**src/rtl/uart_pkg.sv**
```systemverilog
// Shared UART definitions: transmit FSM states and frame-shape constants,
// used by both the transmit and receive paths.
package uart_pkg;

    localparam int TICKS_PER_BIT = 16;
    localparam int NBITS         = 8;

    typedef enum logic [2:0] {
        IDLE,
        START,
        DATA,
        PARITY,
        STOP
    } tx_state_e;

endpackage

```
**src/rtl/uart_fifo.sv**
```systemverilog
// Byte FIFO with occupancy count; storage and pointers only, shared with the
// receive path. DEPTH must be a power of two so pointers wrap naturally.
module uart_fifo #(
    parameter int DEPTH = 8,
    parameter int WIDTH = 8,
    localparam int AW   = $clog2(DEPTH)
) (
    input  logic             clk,
    input  logic             rst,
    input  logic             push,
    input  logic [WIDTH-1:0] wdata,
    input  logic             pop,
    output logic [WIDTH-1:0] rdata,
    output logic [AW:0]      level,
    output logic             full
);

    logic [WIDTH-1:0] mem [DEPTH];
    logic [AW-1:0]    wr_ptr;
    logic [AW-1:0]    rd_ptr;
    logic             wr_en;
    logic             rd_en;

    assign full  = (level == (AW+1)'(DEPTH));
    assign wr_en = push && !full;
    assign rd_en = pop && (level != '0);
    assign rdata = mem[rd_ptr];

    // Contents need no reset; only the pointers and count define validity.
    always_ff @(posedge clk) begin
        if (wr_en) mem[wr_ptr] <= wdata;
    end

    always_ff @(posedge clk or posedge rst) begin
        if (rst) begin
            wr_ptr <= '0;
            rd_ptr <= '0;
            level  <= '0;
        end else begin
            if (wr_en) wr_ptr <= wr_ptr + AW'(1);
            if (rd_en) rd_ptr <= rd_ptr + AW'(1);
            if (wr_en && !rd_en)
                level <= level + (AW+1)'(1);
            else if (rd_en && !wr_en)
                level <= level - (AW+1)'(1);
        end
    end

endmodule

```
**src/rtl/uart_tx_fifo.sv**
```systemverilog
// FIFO-buffered UART transmitter, 8N1 by default; define UART_TX_PARITY_EN
// to add an even-parity bit (8E1). Tx is registered one clock behind the FSM.
module uart_tx_fifo
    import uart_pkg::*;
#(
    parameter int DEPTH    = 8,
    parameter int BAUD_DIV = 325
) (
    input  logic                    Clk,
    input  logic                    Rst,
    input  logic [NBITS-1:0]        TxData,
    input  logic                    TxValid,
    output logic                    TxReady,
    output logic                    Tx,
    output logic                    TxBusy,
    output logic                    TxDone,
    output logic [$clog2(DEPTH):0]  Level
);

    localparam int DW = $clog2(BAUD_DIV + 2);

    tx_state_e        state, state_next;
    logic [NBITS-1:0] shreg;
    logic [NBITS-1:0] rdata;
    logic [2:0]       bit_cnt;
    logic [3:0]       tick_cnt;
    logic [DW-1:0]    div_cnt;
    logic             full;
    logic             pop;
    logic             shift;
    logic             done_next;
    logic             tx_next;
    logic             tick;
    logic             bit_end;
`ifdef UART_TX_PARITY_EN
    logic             par;
`endif

    uart_fifo #(.DEPTH(DEPTH), .WIDTH(NBITS)) u_fifo (
        .clk   (Clk),
        .rst   (Rst),
        .push  (TxValid),
        .wdata (TxData),
        .pop   (pop),
        .rdata (rdata),
        .level (Level),
        .full  (full)
    );

    assign TxReady = !full;
    assign TxBusy  = (state != IDLE);
    assign tick    = (div_cnt == DW'(BAUD_DIV));
    assign bit_end = tick && (tick_cnt == 4'(TICKS_PER_BIT - 1));

    always_comb begin
        state_next = state;
        pop        = 1'b0;
        shift      = 1'b0;
        done_next  = 1'b0;
        case (state)
            IDLE: if (Level != '0) begin
                pop        = 1'b1;
                state_next = START;
            end
            START: if (bit_end) state_next = DATA;
            DATA: if (bit_end) begin
                shift = 1'b1;
                if (bit_cnt == 3'(NBITS - 1))
`ifdef UART_TX_PARITY_EN
                    state_next = PARITY;
`else
                    state_next = STOP;
`endif
            end
`ifdef UART_TX_PARITY_EN
            PARITY: if (bit_end) state_next = STOP;
`endif
            STOP: if (bit_end) begin
                done_next = 1'b1;
                // Chain straight into the next start bit when data is waiting.
                if (Level != '0) begin
                    pop        = 1'b1;
                    state_next = START;
                end else begin
                    state_next = IDLE;
                end
            end
            default: state_next = IDLE;
        endcase
    end

    always_comb begin
        tx_next = 1'b1;
        case (state)
            START:  tx_next = 1'b0;
            DATA:   tx_next = shreg[0];
`ifdef UART_TX_PARITY_EN
            PARITY: tx_next = par;
`endif
            default: tx_next = 1'b1;
        endcase
    end

    always_ff @(posedge Clk or posedge Rst) begin
        if (Rst) begin
            state    <= IDLE;
            shreg    <= '0;
            bit_cnt  <= '0;
            tick_cnt <= '0;
            div_cnt  <= '0;
            Tx       <= 1'b1;
            TxDone   <= 1'b0;
`ifdef UART_TX_PARITY_EN
            par      <= 1'b0;
`endif
        end else begin
            state  <= state_next;
            Tx     <= tx_next;
            TxDone <= done_next;
            if (pop) begin
                shreg   <= rdata;
                bit_cnt <= '0;
`ifdef UART_TX_PARITY_EN
                par     <= ^rdata;
`endif
            end else if (shift) begin
                shreg   <= shreg >> 1;
                bit_cnt <= bit_cnt + 3'd1;
            end
            if (pop || state == IDLE) begin
                div_cnt  <= '0;
                tick_cnt <= '0;
            end else if (tick) begin
                div_cnt  <= '0;
                tick_cnt <= tick_cnt + 4'd1;
            end else begin
                div_cnt  <= div_cnt + DW'(1);
            end
        end
    end

endmodule
```
**config.mk**
```make
export PLATFORM = sky130hd
export DESIGN_NAME = uart_tx_fifo
export DESIGN_NICKNAME = d
export VERILOG_FILES = /design/src/rtl/uart_pkg.sv /design/src/rtl/uart_fifo.sv /design/src/rtl/uart_tx_fifo.sv
export SDC_FILE = /design/constraint.sdc
export NUM_CORES = 1
export LEC_CHECK = 0
export CELL_PAD_IN_SITES_DETAIL_PLACEMENT = 1
export CELL_PAD_IN_SITES_GLOBAL_PLACEMENT = 1
export CORE_MARGIN = 2
export CORE_UTILIZATION = 50
export CTS_CLUSTER_SIZE = 28
export DETAILED_ROUTE_END_ITERATION = 12
export GPL_TIMING_DRIVEN = 0
export PLACE_DENSITY_LB_ADDON = 0.1
export REMOVE_ABC_BUFFERS = 1
export SYNTH_ARGS = -nofsm -noshare
export SYNTH_HDL_FRONTEND = slang
export SYNTH_HIERARCHICAL = 1
export SYNTH_SLANG_ARGS = --single-unit
```
**constraint.sdc**
```tcl
create_clock -name Clk -period 9.9 [get_ports Clk]
set_clock_uncertainty 0.2 [all_clocks]
set_input_delay 0.99 -clock Clk [delete_from_list [all_inputs] [get_ports Clk]]
set_output_delay 0.99 -clock Clk [all_outputs]
set_load 0.1 [all_outputs]
```
==> run_results.csv, run 1 <==
group,metric,value,unit
global_routing,grt_pass1_wl,13300,µm
finish,area_growth,9.91,%
global_routing,grtUsageTotal,17.9,%
detailed_routing,ant_nets,0,
synth,ys.flop_type,"edfxtp_1",
power_and_ir_drop,p_total,1.03,mW
place,dp_cells,405,
critical_path,path_common_cell,"ha_1",
status,status,"finished, final reports clean",
synth,ys_warn_count,6,
clock_network,hold_buffers,0,
clock_network,root_buffer,"clkbuf_8",
synth,synth-seq-cells,103,
sta,finalSetupTns,0,ps
critical_path,crit_arrival,4650,ps
sta,slew_violations,0,
min_path,hold_path.class,"flip-flop to flip-flop",
power_and_ir_drop,ir_drop,0.000105,V
synth,netlist_area,4620,µm²
global_routing,grt_pass1_vias,2515,
clock_network,clk_pin_slew,110,ps
floorplanning,die_w,100,µm
global_routing,grt_max_degree,30,
floorplanning,initial_utilization,50.7,%
clock_network,clk-insertion-delay-late,370,ps
place,dp_hpwl,5430,µm
critical_path,cp_max_fo,12,
critical_path,cp.required,9940,ps
detailed_routing,initialDrtViolationCount,50,
sta,period_needed,4610,ps
sta,setup_ws,5290,ps
finish,layout-drive-gt1-share,17.1,%
floorplanning,ios,19,
detailed_routing,dr.pass1.iters,4,
global_routing,grt_antenna_before_repair,0,
critical_path,crit_family,"simple AND/OR/NAND/NOR gates",
detailed_routing,vias,2403,
detailed_routing,drc,0,
power_and_ir_drop,power_density,203,nW/µm²
sta,hold_viol_final,0,
global_routing,overflow,0,
place,dpl-instance-area,4890,µm²
critical_path,slowest_stage,"a2111oi_4",
finish,fin_cells,421,
critical_path,cp-start-kind,"flip-flop",
sta,setup_violations,0,
finish,final_nets,327,
place,place_congestion,0.768,
finish,fill_cells,871,
critical_path,cp_slowest_stage_delay,960,ps
finish,layout_commonest_cell,"edfxtp_1",
clock_network,cts_buffers,9,
detailed_routing,routedWlPerCell,19.4,µm
finish,final_cell_mix,"edfxtp_1 (64), dfrtp_1 (38), nor2_1 (21), mux2_2 (20), clkdlybuf4s50_1 (18)",
sta,max_slew_margin,26.2,%
synth,netlist_instances,286,
run,maxCapViolCount,0,
finish,antenna_cells,0,
floorplanning,die_y,100,µm
clock_network,post_cts_buffers,0,
place,port_buffers,18,
sta,rsz0062_at_grt,"false",
clock_network,cts_tree,"yes",
synth,avgSynthCellArea,16.2,µm²
place,pre_cts_ws,5300,ps
detailed_routing,wl,8150,µm
synth,async_reset_ff_share,37.9,%
critical_path,crit_type,"flip-flop to flip-flop",
clock_network,cts_resized,0,
sta,finalCritPeriodShare,46.5,%
floorplanning,die-area,10000,µm²
finish,final_core_util,55.8,%
floorplanning,core-area,9110,µm²
sta,max_freq,0.217,GHz
synth,synth-edff-count,64,
synth,ys_types,45,
critical_path,path_cells,"or4b_4 -> or3_4 -> a2111oi_4 -> o41ai_2 -> ha_1 -> inv_1 -> ha_1 -> or4_1 -> nand3_1 -> o221ai_1",
critical_path,worst_setup_path_end_kind,"flip-flop",
synth,synth-seq-area-share,62.7,%
power_and_ir_drop,cellLeakagePower,1.90,nW
sta,whs,332,ps
floorplanning,rows,35,
clock_network,cts_num_sinks,103,
critical_path,path_buf_inv,1,
finish,final_area,5080,µm²
sta,worstMarginPinSlew,1110,ps
clock_network,htree_levels,3,
detailed_routing,viasPerCell,5.71,
clock_network,cts_max_path_buffers,2,
-- state kept, by name, indices dropped and copies added, names as in the netlist --
register	flops
bit_cnt	3
TxDone	1
u_fifo/wr_ptr	3
tick_cnt	4
shreg	8
u_fifo/level	4
Tx	1
state	3
div_cnt	9
u_fifo/mem	64
u_fifo/rd_ptr	3
-- per-layer routing --
metal,part of all wire [%],GRT usage [%],up-vias
li1,-,-,1131
met1,44,22.7,1246
met2,53,31.2,17
met3,1.9,3.76,9
met4,1.1,5.06,0
met5,0,0,-
-- kinds of logic after synthesis --
group	after synthesis	synth area share (%)
AOI/OAI and AO/OA	17	2.90
and+or+nand+nor	73	8.94
xor gates and xnor gates	17	3.22
DFF	103	62.7
adders and majority gates	11	3.14
muxes	46	16.8
buffers and inverters	19	2.27
-- power by group --
part | switching (mW) | internal (mW) | total, mW
clock | 0.155 | 0.0987 | 0.254
combinational | 0.151 | 0.0746 | 0.225
sequential | 0.0357 | 0.514 | 0.549
total | 0.341 | 0.687 | 1.03
-- layout make-up --
type	instances	area, µm²	area share, %
clock buffers	10	128	2.51
clock inverters	6	62.6	1.23
inverters	8	30.0	0.591
multi-input cells	164	1630	32.2
flip-flops and latches	103	2900	57.1
well taps	111	139	2.73
repair buffers	19	188	3.70
-- synthesized netlist by cell type (5+ instances only) --
library cell | instances | area [µm²]
clkbuf_1 | 5 | 18.8
nand2b_1 | 5 | 31.3
dfrtp_1 | 38 | 951
xor2_1 | 5 | 43.8
nand2_1 | 8 | 30.0
nor3_1 | 5 | 25.0
mux4_1 | 16 | 420
mux2_4 | 6 | 90.1
nand3_1 | 8 | 40.0
a21oi_1 | 7 | 35.0
xnor2_1 | 12 | 105
ha_1 | 10 | 125
edfxtp_1 | 64 | 1920
inv_1 | 8 | 30.0
nor2_1 | 21 | 78.8
nand3b_1 | 5 | 37.5
mux2_2 | 20 | 225
-- worst reg2reg max path: cells and delay by family (launching register included) --
kind            cells  cell delay, ps
buf+inv             1             150
fa+ha+maj           2             660
compound gates      3            1390
flops               1             450
simple gates        4            1620
-- worst paths after layout --
check                                             start  cells past startpoint  slack [ps]                           end
setup / recovery                   div_cnt[3]$_DFF_PP0_                     10        5290   u_fifo/level[3]$_DFFE_PP0P_
hold / removal             u_fifo/wr_ptr[0]$_DFFE_PP0P_                      1         330  u_fifo/wr_ptr[0]$_DFFE_PP0P_
setup reg to reg                   div_cnt[3]$_DFF_PP0_                     10        5290   u_fifo/level[3]$_DFFE_PP0P_
hold reg to reg            u_fifo/wr_ptr[0]$_DFFE_PP0P_                      1         330  u_fifo/wr_ptr[0]$_DFFE_PP0P_
max in group asynchronous                           Rst                      2        7790          shreg[7]$_DFFE_PP0P_
min in group asynchronous                           Rst                      2         730  u_fifo/wr_ptr[0]$_DFFE_PP0P_
Note: power is estimated with default switching activity, not from simulation.
==> run 2: changes to the inputs <==
- clock period: 9.9 -> 4.5 ns (I/O delays scaled with it)
==> run_results.csv, run 2 (synthesis gave the netlist of run 1 again) <==
group,metric,value,unit
status,status,"finished, final reports clean",
critical_path,worst_setup_path_end_kind,"flip-flop",
power_and_ir_drop,p_total,2.26,mW
detailed_routing,routedWlPerCell,19.3,µm
sta,slew_violations,0,
critical_path,crit_type,"flip-flop to flip-flop",
sta,setup_violations,0,
finish,top_regs,"u_fifo/mem (64), div_cnt (9), shreg (8)",
critical_path,cp-start-kind,"flip-flop",
sta,worstMarginPinSlew,1100,ps
critical_path,slowest_stage,"or4b_4",
finish,layout-drive-gt1-share,17.4,%
detailed_routing,ant_nets,0,
sta,finalCritPeriodShare,85.7,%
critical_path,cp_max_fo,6,
run,maxCapViolCount,0,
finish,final_nets,328,
detailed_routing,vias,2393,
critical_path,crit_family,"simple AND/OR/NAND/NOR gates",
sta,hold_viol_final,0,
floorplanning,initial_utilization,50.7,%
finish,regMostFlops,"u_fifo/mem",
clock_network,cts_num_sinks,103,
min_path,hold_path.class,"primary input to asynchronous set/reset pin",
floorplanning,core-area,9110,µm²
place,dp_cells,405,
finish,final_cell_mix,"edfxtp_1 (64), dfrtp_1 (38), nor2_1 (21), mux2_2 (20), clkdlybuf4s50_1 (18)",
clock_network,cts_buffers,9,
detailed_routing,initialDrtViolationCount,53,
finish,largest_register_ffs,64,
critical_path,crit_arrival,3900,ps
floorplanning,ios,19,
place,place_congestion,0.768,
critical_path,path_buf_inv,1,
finish,fin_cells,422,
floorplanning,rows,35,
clock_network,cts_max_path_buffers,2,
clock_network,hold_buffers,0,
sta,period_needed,3860,ps
floorplanning,die_w,100,µm
finish,layout_commonest_cell,"edfxtp_1",
clock_network,clk_pin_slew,110,ps
finish,final_area,5090,µm²
critical_path,cp.required,4540,ps
global_routing,grt_max_degree,30,
detailed_routing,viasPerCell,5.67,
critical_path,ff2ff_setup_slack,640,ps
place,dpl-instance-area,4890,µm²
global_routing,grt_pass1_wl,13400,µm
detailed_routing,wl,8140,µm
power_and_ir_drop,ir_drop,0.000230,V
place,port_buffers,18,
detailed_routing,dr.pass1.iters,4,
clock_network,root_buffer,"clkbuf_8",
finish,area_growth,10.1,%
place,dp_hpwl,5430,µm
power_and_ir_drop,cellLeakagePower,1.91,nW
detailed_routing,drc,0,
sta,whs,192,ps
finish,antenna_cells,0,
critical_path,path_common_cell,"ha_1",
clock_network,htree_levels,3,
floorplanning,die-area,10000,µm²
critical_path,cp_slowest_stage_delay,600,ps
power_and_ir_drop,power_density,445,nW/µm²
global_routing,grtUsageTotal,17.9,%
global_routing,grt_pass1_vias,2520,
sta,max_freq,0.259,GHz
clock_network,clk-insertion-delay-late,370,ps
sta,max_slew_margin,26.3,%
global_routing,grt_antenna_before_repair,0,
critical_path,path_cells,"or4b_4 -> or3_4 -> a2111oi_4 -> o41ai_2 -> ha_1 -> inv_1 -> ha_1 -> or4_1 -> nand3_1 -> o221ai_1",
clock_network,cts_tree,"yes",
global_routing,overflow,0,
sta,rsz0062_at_grt,"false",
floorplanning,die_y,100,µm
run 2: worst paths after layout:
| kind | cells past startpoint | from | end |
|---|---|---|---|
| worst max-delay path | 10 | div_cnt[3]$_DFF_PP0_ | u_fifo/level[3]$_DFFE_PP0P_ |
| worst min-delay path | 2 | Rst | u_fifo/wr_ptr[0]$_DFFE_PP0P_ |
| worst max register to register | 10 | div_cnt[3]$_DFF_PP0_ | u_fifo/level[3]$_DFFE_PP0P_ |
| worst min register to register | 1 | u_fifo/wr_ptr[0]$_DFFE_PP0P_ | u_fifo/wr_ptr[0]$_DFFE_PP0P_ |
| max in group asynchronous | 2 | Rst | shreg[7]$_DFFE_PP0P_ |
| min in group Clk | 1 | u_fifo/wr_ptr[0]$_DFFE_PP0P_ | u_fifo/wr_ptr[0]$_DFFE_PP0P_ |
run 2: cell type report:
| class | count | area, µm² |
|---|---|---|
| Fill cell | 871 | 4020 |
| Sequential cell | 103 | 2900 |
| Multi-Input combinational cell | 164 | 1630 |
| Timing Repair Buffer | 20 | 195 |
| Tap cell | 111 | 139 |
| Clock buffer | 10 | 128 |
| Clock inverter | 6 | 62.6 |
| Inverter | 8 | 30.0 |
run 2: routing by layer:
| metal | global-route usage [%] | up-vias | part of all wire (%) |
|---|---|---|---|
| li1 | - | 1136 | - |
| met3 | 3.76 | 8 | 1.9 |
| met4 | 5.06 | 0 | 1.0 |
| met1 | 22.8 | 1233 | 44 |
| met2 | 31.3 | 16 | 53 |
| met5 | 0 | - | 0 |
run 2: worst reg2reg max path, cell delays in order, from the launching register on:
cell and delay, ps:
dfrtp_1 450, or4b_4 600, or3_4 430, a2111oi_4 370
o41ai_2 210, ha_1 300, inv_1 150, ha_1 310
or4_1 490, nand3_1 100, o221ai_1 110
run 2: repair_timing:
item / in CTS / in global routing
endpoints found under the setup margin: 1 / 0
gates resized for setup: 0 / 0
setup buffers: 1 / 0
run 2: stage by stage:
stage          worst slack [ps]  utilization [%]  TNS, ps
2_1_floorplan               404                -        0
3_3_place_gp              -36.6             53.4    -36.6
3_5_place_dp              -99.6             53.7    -99.6
4_1_cts                     638             55.8        0
5_1_grt                     465             55.8        0
6_report                    645             55.8        0
run 2: where the power goes:
part	switching, mW	internal [mW]	leakage, nW
Clock	0.340	0.217	0.0965
Sequential	0.0794	1.13	1.07
Combinational	0.331	0.164	0.741
==> run 3: changes to the inputs <==
- ABC_AREA: not set -> 1
- CORE_UTILIZATION: 50 -> 48
- SETUP_SLACK_MARGIN: not set -> 0.3
==> run_results.csv, run 3 <==
group,metric,value,unit
status,status,"finished, final reports clean",
synth,synth-seq-cells,103,
critical_path,worst_setup_path_end_kind,"flip-flop",
finish,layout_commonest_cell,"nand2_1",
synth,yosysMostFrequentCell,"nand2_1",
finish,final_nets,540,
finish,seq_area,2900,µm²
sta,max_slew_margin,24.2,%
power_and_ir_drop,p_clk_share,26.2,%
clock_network,cts_tree,"yes",
clock_network,cts_max_path_buffers,2,
place,dp_hpwl,6950,µm
place,place_congestion,0.762,
detailed_routing,wl,10500,µm
place,dpl-instance-area,5120,µm²
run,maxCapViolCount,0,
global_routing,grt_antenna_before_repair,0,
power_and_ir_drop,p_total,2.32,mW
critical_path,crit_type,"flip-flop to flip-flop",
clock_network,post_cts_buffers,0,
detailed_routing,viasPerCell,5.22,
detailed_routing,dr.pass1.iters,4,
global_routing,grt_pass1_vias,3582,
floorplanning,die-area,11000,µm²
detailed_routing,drc,0,
detailed_routing,ant_nets,0,
floorplanning,core-area,9820,µm²
finish,final_cell_mix,"nand2_1 (171), edfxtp_1 (64), nor2_1 (52), dfrtp_1 (38), o21ai_0 (29)",
floorplanning,die_w,105,µm
sta,hold_viol_final,0,
synth,netlist_instances,502,
finish,top_regs,"u_fifo/mem (64), div_cnt (9), shreg (8)",
floorplanning,die_y,105,µm
sta,slew_violations,0,
power_and_ir_drop,ir_drop,0.000240,V
detailed_routing,vias,3427,
critical_path,crit_arrival,3250,ps
synth,netlist_area,4880,µm²
sta,max_freq,0.315,GHz
detailed_routing,routedWlPerCell,16.0,µm
sta,worstMarginPinSlew,1140,ps
finish,layout-drive-gt1-share,9.75,%
power_and_ir_drop,share_comb_of_total_power,22.6,%
synth,synth-seq-area-share,59.4,%
finish,area_growth,9.10,%
floorplanning,initial_utilization,49.7,%
clock_network,root_buffer,"clkbuf_8",
synth,yosys.area.top_type,"edfxtp_1",
power_and_ir_drop,power_switching,0.786,mW
critical_path,cp.required,4580,ps
clock_network,hold_buffers,0,
min_path,hold_path.class,"primary input to asynchronous set/reset pin",
global_routing,grt_max_degree,35,
finish,fill_cells,1138,
sta,period_needed,3170,ps
synth,synth.area.top_cells,"edfxtp_1 (39%), dfrtp_1 (19%), nand2_1 (13%)",
finish,multi_input_area,1730,µm²
clock_network,clk-insertion-delay-late,380,ps
sta,finalSetupTns,0,ps
synth,synth_common_cells,"nand2_1 (171), edfxtp_1 (64), nor2_1 (52)",
global_routing,grtUsageTotal,20.8,%
clock_network,clk_pin_slew,100,ps
synth,async_reset_ff_share,37.9,%
critical_path,cp_max_fo,20,
power_and_ir_drop,p_seq_share,51.3,%
finish,regMostFlops,"u_fifo/mem",
synth,avgSynthCellArea,9.72,µm²
power_and_ir_drop,power_density,436,nW/µm²
global_routing,grt_pass1_wl,18000,µm
place,port_buffers,18,
clock_network,cts_buffers,9,
power_and_ir_drop,p_int,1.54,mW
finish,antenna_cells,0,
sta,setup_violations,0,
synth,ys_warn_count,6,
power_and_ir_drop,cellLeakagePower,2.28,nW
clock_network,cts_num_sinks,103,
sta,finalCritPeriodShare,70.5,%
floorplanning,ios,19,
detailed_routing,initialDrtViolationCount,137,
global_routing,overflow,0,
finish,final_area,5330,µm²
clock_network,cts_resized,0,
synth,yosysTopAreaCellShare,39.4,%
power_and_ir_drop,sw_frac_of_total,33.8,%
sta,rsz0062_at_grt,"false",
floorplanning,rows,36,
clock_network,htree_levels,3,
synth,ys.flop_type,"edfxtp_1",
synth,ys_types,32,
critical_path,cp-start-kind,"flip-flop",
synth,synth-edff-count,64,
finish,largest_register_ffs,64,
[run 3: cell count changes after synthesis, moves of 8 or more]
cell / before / now
inv_1: 8 / 27
inv_2: 0 / 9
mux2_2: 20 / 0
mux4_1: 16 / 0
nand2_1: 8 / 171
nand3_1: 8 / 17
nand3_2: 0 / 8
nor2_1: 21 / 52
o21ai_0: 3 / 29
o21ai_1: 0 / 16
[run 3: kinds of logic (layout without fill, tap and decap cells)]
group / count (synthesis) / after routing / synth area share (%)
xor+xnor: 9 / 9 / 1.61
flops: 103 / 103 / 59.4
compound gates: 47 / 47 / 4.82
fa+ha+maj: 11 / 11 / 2.97
buf+inv: 50 / 71 / 5.08
simple gates: 282 / 282 / 26.1
[run 3: routing by layer]
layer / global-route usage (%) / part of all wire, % / vias up
met5: 0 / 0 / -
met4: 6.86 / 1.7 / 0
met3: 3.18 / 2.7 / 16
met2: 37.2 / 52 / 35
met1: 25.7 / 44 / 1697
li1: - / - / 1679
[run 3: power groups by stage]
| stage | logic (mW) | registers (mW) | clock network, mW |
|---|---|---|---|
| finish | 0.524 | 1.19 | 0.608 |
| global route | 0.581 | 1.21 | 0.645 |
| CTS | 0.530 | 1.19 | 0.616 |
| detailed placement | 0.529 | 1.21 | 0 |
| global placement | 0.506 | 1.21 | 0 |
| floorplan | 0.256 | 1.32 | 0 |
[run 3: path summary, 6_finish.rpt]
check                      slack [ps]                    start  cells past startpoint                          end
min in group Clk                  310     div_cnt[0]$_DFF_PP0_                      1         div_cnt[0]$_DFF_PP0_
max in group asynchronous        2910                      Rst                      2         div_cnt[4]$_DFF_PP0_
hold reg to reg                   310     div_cnt[0]$_DFF_PP0_                      1         div_cnt[0]$_DFF_PP0_
setup reg to reg                 1330  tick_cnt[0]$_DFFE_PP0P_                     16  u_fifo/level[3]$_DFFE_PP0P_
setup / recovery                 1330  tick_cnt[0]$_DFFE_PP0P_                     16  u_fifo/level[3]$_DFFE_PP0P_
hold / removal                    200                      Rst                      2  u_fifo/level[0]$_DFFE_PP0P_
[run 3: layout make-up]
type                    count  share of cell area, %
inverters                  37                   2.63
flip-flops and latches    103                   54.4
multi-input cells         349                   32.6
well taps                 133                   3.13
repair buffers             18                   3.38
clock buffers              10                   2.40
clock inverters             6                   1.46
[run 3: through the flow]
step | utilization, % | hold slack (ps) | worst slack (ps) | instances
3_5_place_dp | 52.1 | 293 | 1330 | 640
2_1_floorplan | - | 90.2 | 1330 | 489
5_1_grt | 54.2 | 244 | 1110 | 656
3_3_place_gp | 52.1 | 286 | 1400 | 640
4_1_cts | 54.2 | 215 | 1320 | 656
6_report | 54.2 | 200 | 1330 | 656
[run 3: worst max-delay path, stage by stage (launching register included)]
cell and delay [ps]:
dfrtp_1 420, ha_1 240, nand2_2 130, nor2_8 60
nand3_4 170, nand2_8 100, nand2_4 230, clkinv_2 110
nand2_1 180, ha_1 200, inv_1 100, ha_1 360
or2_2 320, nand2_1 70, nand2_1 50, nand3_1 80
nand2_1 50
==> RTL edit: new RTL, flow settings as in run 3 <==
Add a define of `UART_TX_PARITY_EN`.
--- a/src/rtl/uart_tx_fifo.sv
+++ b/src/rtl/uart_tx_fifo.sv
@@ -1,5 +1,7 @@
 // FIFO-buffered UART transmitter, 8N1 by default; define UART_TX_PARITY_EN
 // to add an even-parity bit (8E1). Tx is registered one clock behind the FSM.
+`define UART_TX_PARITY_EN
+
 module uart_tx_fifo
     import uart_pkg::*;
 #(
Check against the original RTL: same outputs for any inputs over 10 cycles, from zero or initial values and one cycle with Rst high; that may be too few to reach the edited logic, so the function may still have changed.
==> RTL edit against run 3 <==
  * Total power decreased by 0.48%
  * Setup slack improved by 0.011 ns
  * Synthesized area increased by 2.0%
  * Final cell count increased by 4.3%
  * Wire length increased by 3.0%
  * Sequential cell count increased by 1
  * Clock power decreased by 11%
  * Final area increased by 1.5%
  * Maximum frequency increased by 0.36%
==> RTL edit: results (changes against run 3) <==
| Metric | Value |
|---|---|
| Status | `finished, final reports clean` |
| Detailed Route WL | `10800 µm (+3.0%)` |
| Initial antenna violation count | `0 (unchanged)` |
| First-pass GRT wire length | `18100 µm (+0.42%)` |
| Layout cell share with drive strength beyond 1 | `0.0657 (-0.0318)` |
| Placed cell area | `5230 µm² (+2.1%)` |
| Worst-margin pin slew | `1.14 ns (+0.00201 ns)` |
| Critical R2R Launch | `u_fifo/rd_ptr[0]` |
| Starting DRC count in detailed routing | `110 (-20%)` |
| Synth async-reset ratio | `0.385 (+0.00597)` |
| Skew-Pair Late Insertion Delay | `0.38 ns (about the same)` |
| Hold WC Path Type | `in2async` |
| WP data arrival | `3.29 ns (+0.04 ns)` |
| Post-synthesis sequential area ratio | `0.587 (-0.00676)` |
| Ranking of synthesized cells by area | `edfxtp_1, dfrtp_1, nand2_1` |
| Commonest cells post-synth | `nand2_1, edfxtp_1, nor2_1, dfrtp_1, o21ai_0` |
| Critical Path Slowest Stage Cell | `dfrtp_1` |
| Top delay family on crit path | `flip-flops` |
| Hpwl dp | `7190 µm (+3.5%)` |
| Synth unique cells | `33 (+3.1%)` |
| Leakage | `2.31 nW (+1.0%)` |
| Worst IR drop on VDD | `0.292 mV (+22%)` |
| Vias/cell | `5.19 (-0.65%)` |
| Setup bufs post-CTS | `0 (unchanged)` |
| Place WS | `1.33 ns (+0.00448 ns)` |
| # nets final | `565 (+4.6%)` |
| Max incr delay on CP | `1.08 ns (+0.66 ns)` |
| Crit path max fanout | `34 (+70%)` |
| Clock buffer depth | `2 (unchanged)` |
| Vias in the first global route | `3763 (+5.1%)` |
| Top Registers | `u_fifo/mem x64, div_cnt x9, shreg x8` |
[RTL edit: path summary, 6_finish.rpt]
path,to,slack [ns],cells after the start
hold reg to reg,div_cnt[0],0.30,1
min in group Clk,div_cnt[0],0.30,1
setup / recovery,par,1.34,14
setup reg to reg,par,1.34,14
hold / removal,u_fifo/rd_ptr[2],0.18,2
max in group asynchronous,tick_cnt[1],2.90,2
[RTL edit: layout make-up]
| type | count | area [µm²] |
|---|---|---|
| fillers | 1196 | 4780 |
| flip-flops and latches | 104 | 2920 |
| multi-input cells | 377 | 1820 |
| repair buffers | 18 | 180 |
| well taps | 136 | 170 |
| inverters | 33 | 129 |
| clock buffers | 9 | 124 |
| clock inverters | 7 | 53.8 |
[RTL edit: metrics by stage]
stage / cells / utilization
floorplan: 514 / -
global placement: 668 / 0.513
detailed placement: 668 / 0.513
CTS: 684 / 0.531
global route: 684 / 0.531
finish: 684 / 0.531
[RTL edit: kinds of logic (layout without fill, tap and decap cells)]
| family | count (synthesis) | after routing | share of synthesized area |
|---|---|---|---|
| buffers and inverters | 46 | 67 | 0.0467 |
| adders and majority gates | 11 | 11 | 0.0291 |
| DFF | 104 | 104 | 0.587 |
| AOI/OAI and AO/OA | 48 | 48 | 0.0495 |
| and+or+nand+nor | 300 | 300 | 0.256 |
| xor gates and xnor gates | 18 | 18 | 0.0317 |
[RTL edit: report_power, final]
part	total, mW	switching [mW]	internal, mW
registers	1.20	0.0688	1.13
clock network	0.541	0.335	0.206
logic	0.570	0.405	0.165
[RTL edit: layer usage]
layer  wire, µm  vias up  GRT usage
met5          0        -          0
met4        185        0     0.0771
met3        281       14     0.0476
met2       5640       32      0.378
met1       4690     1760      0.249
li1           -     1744          -
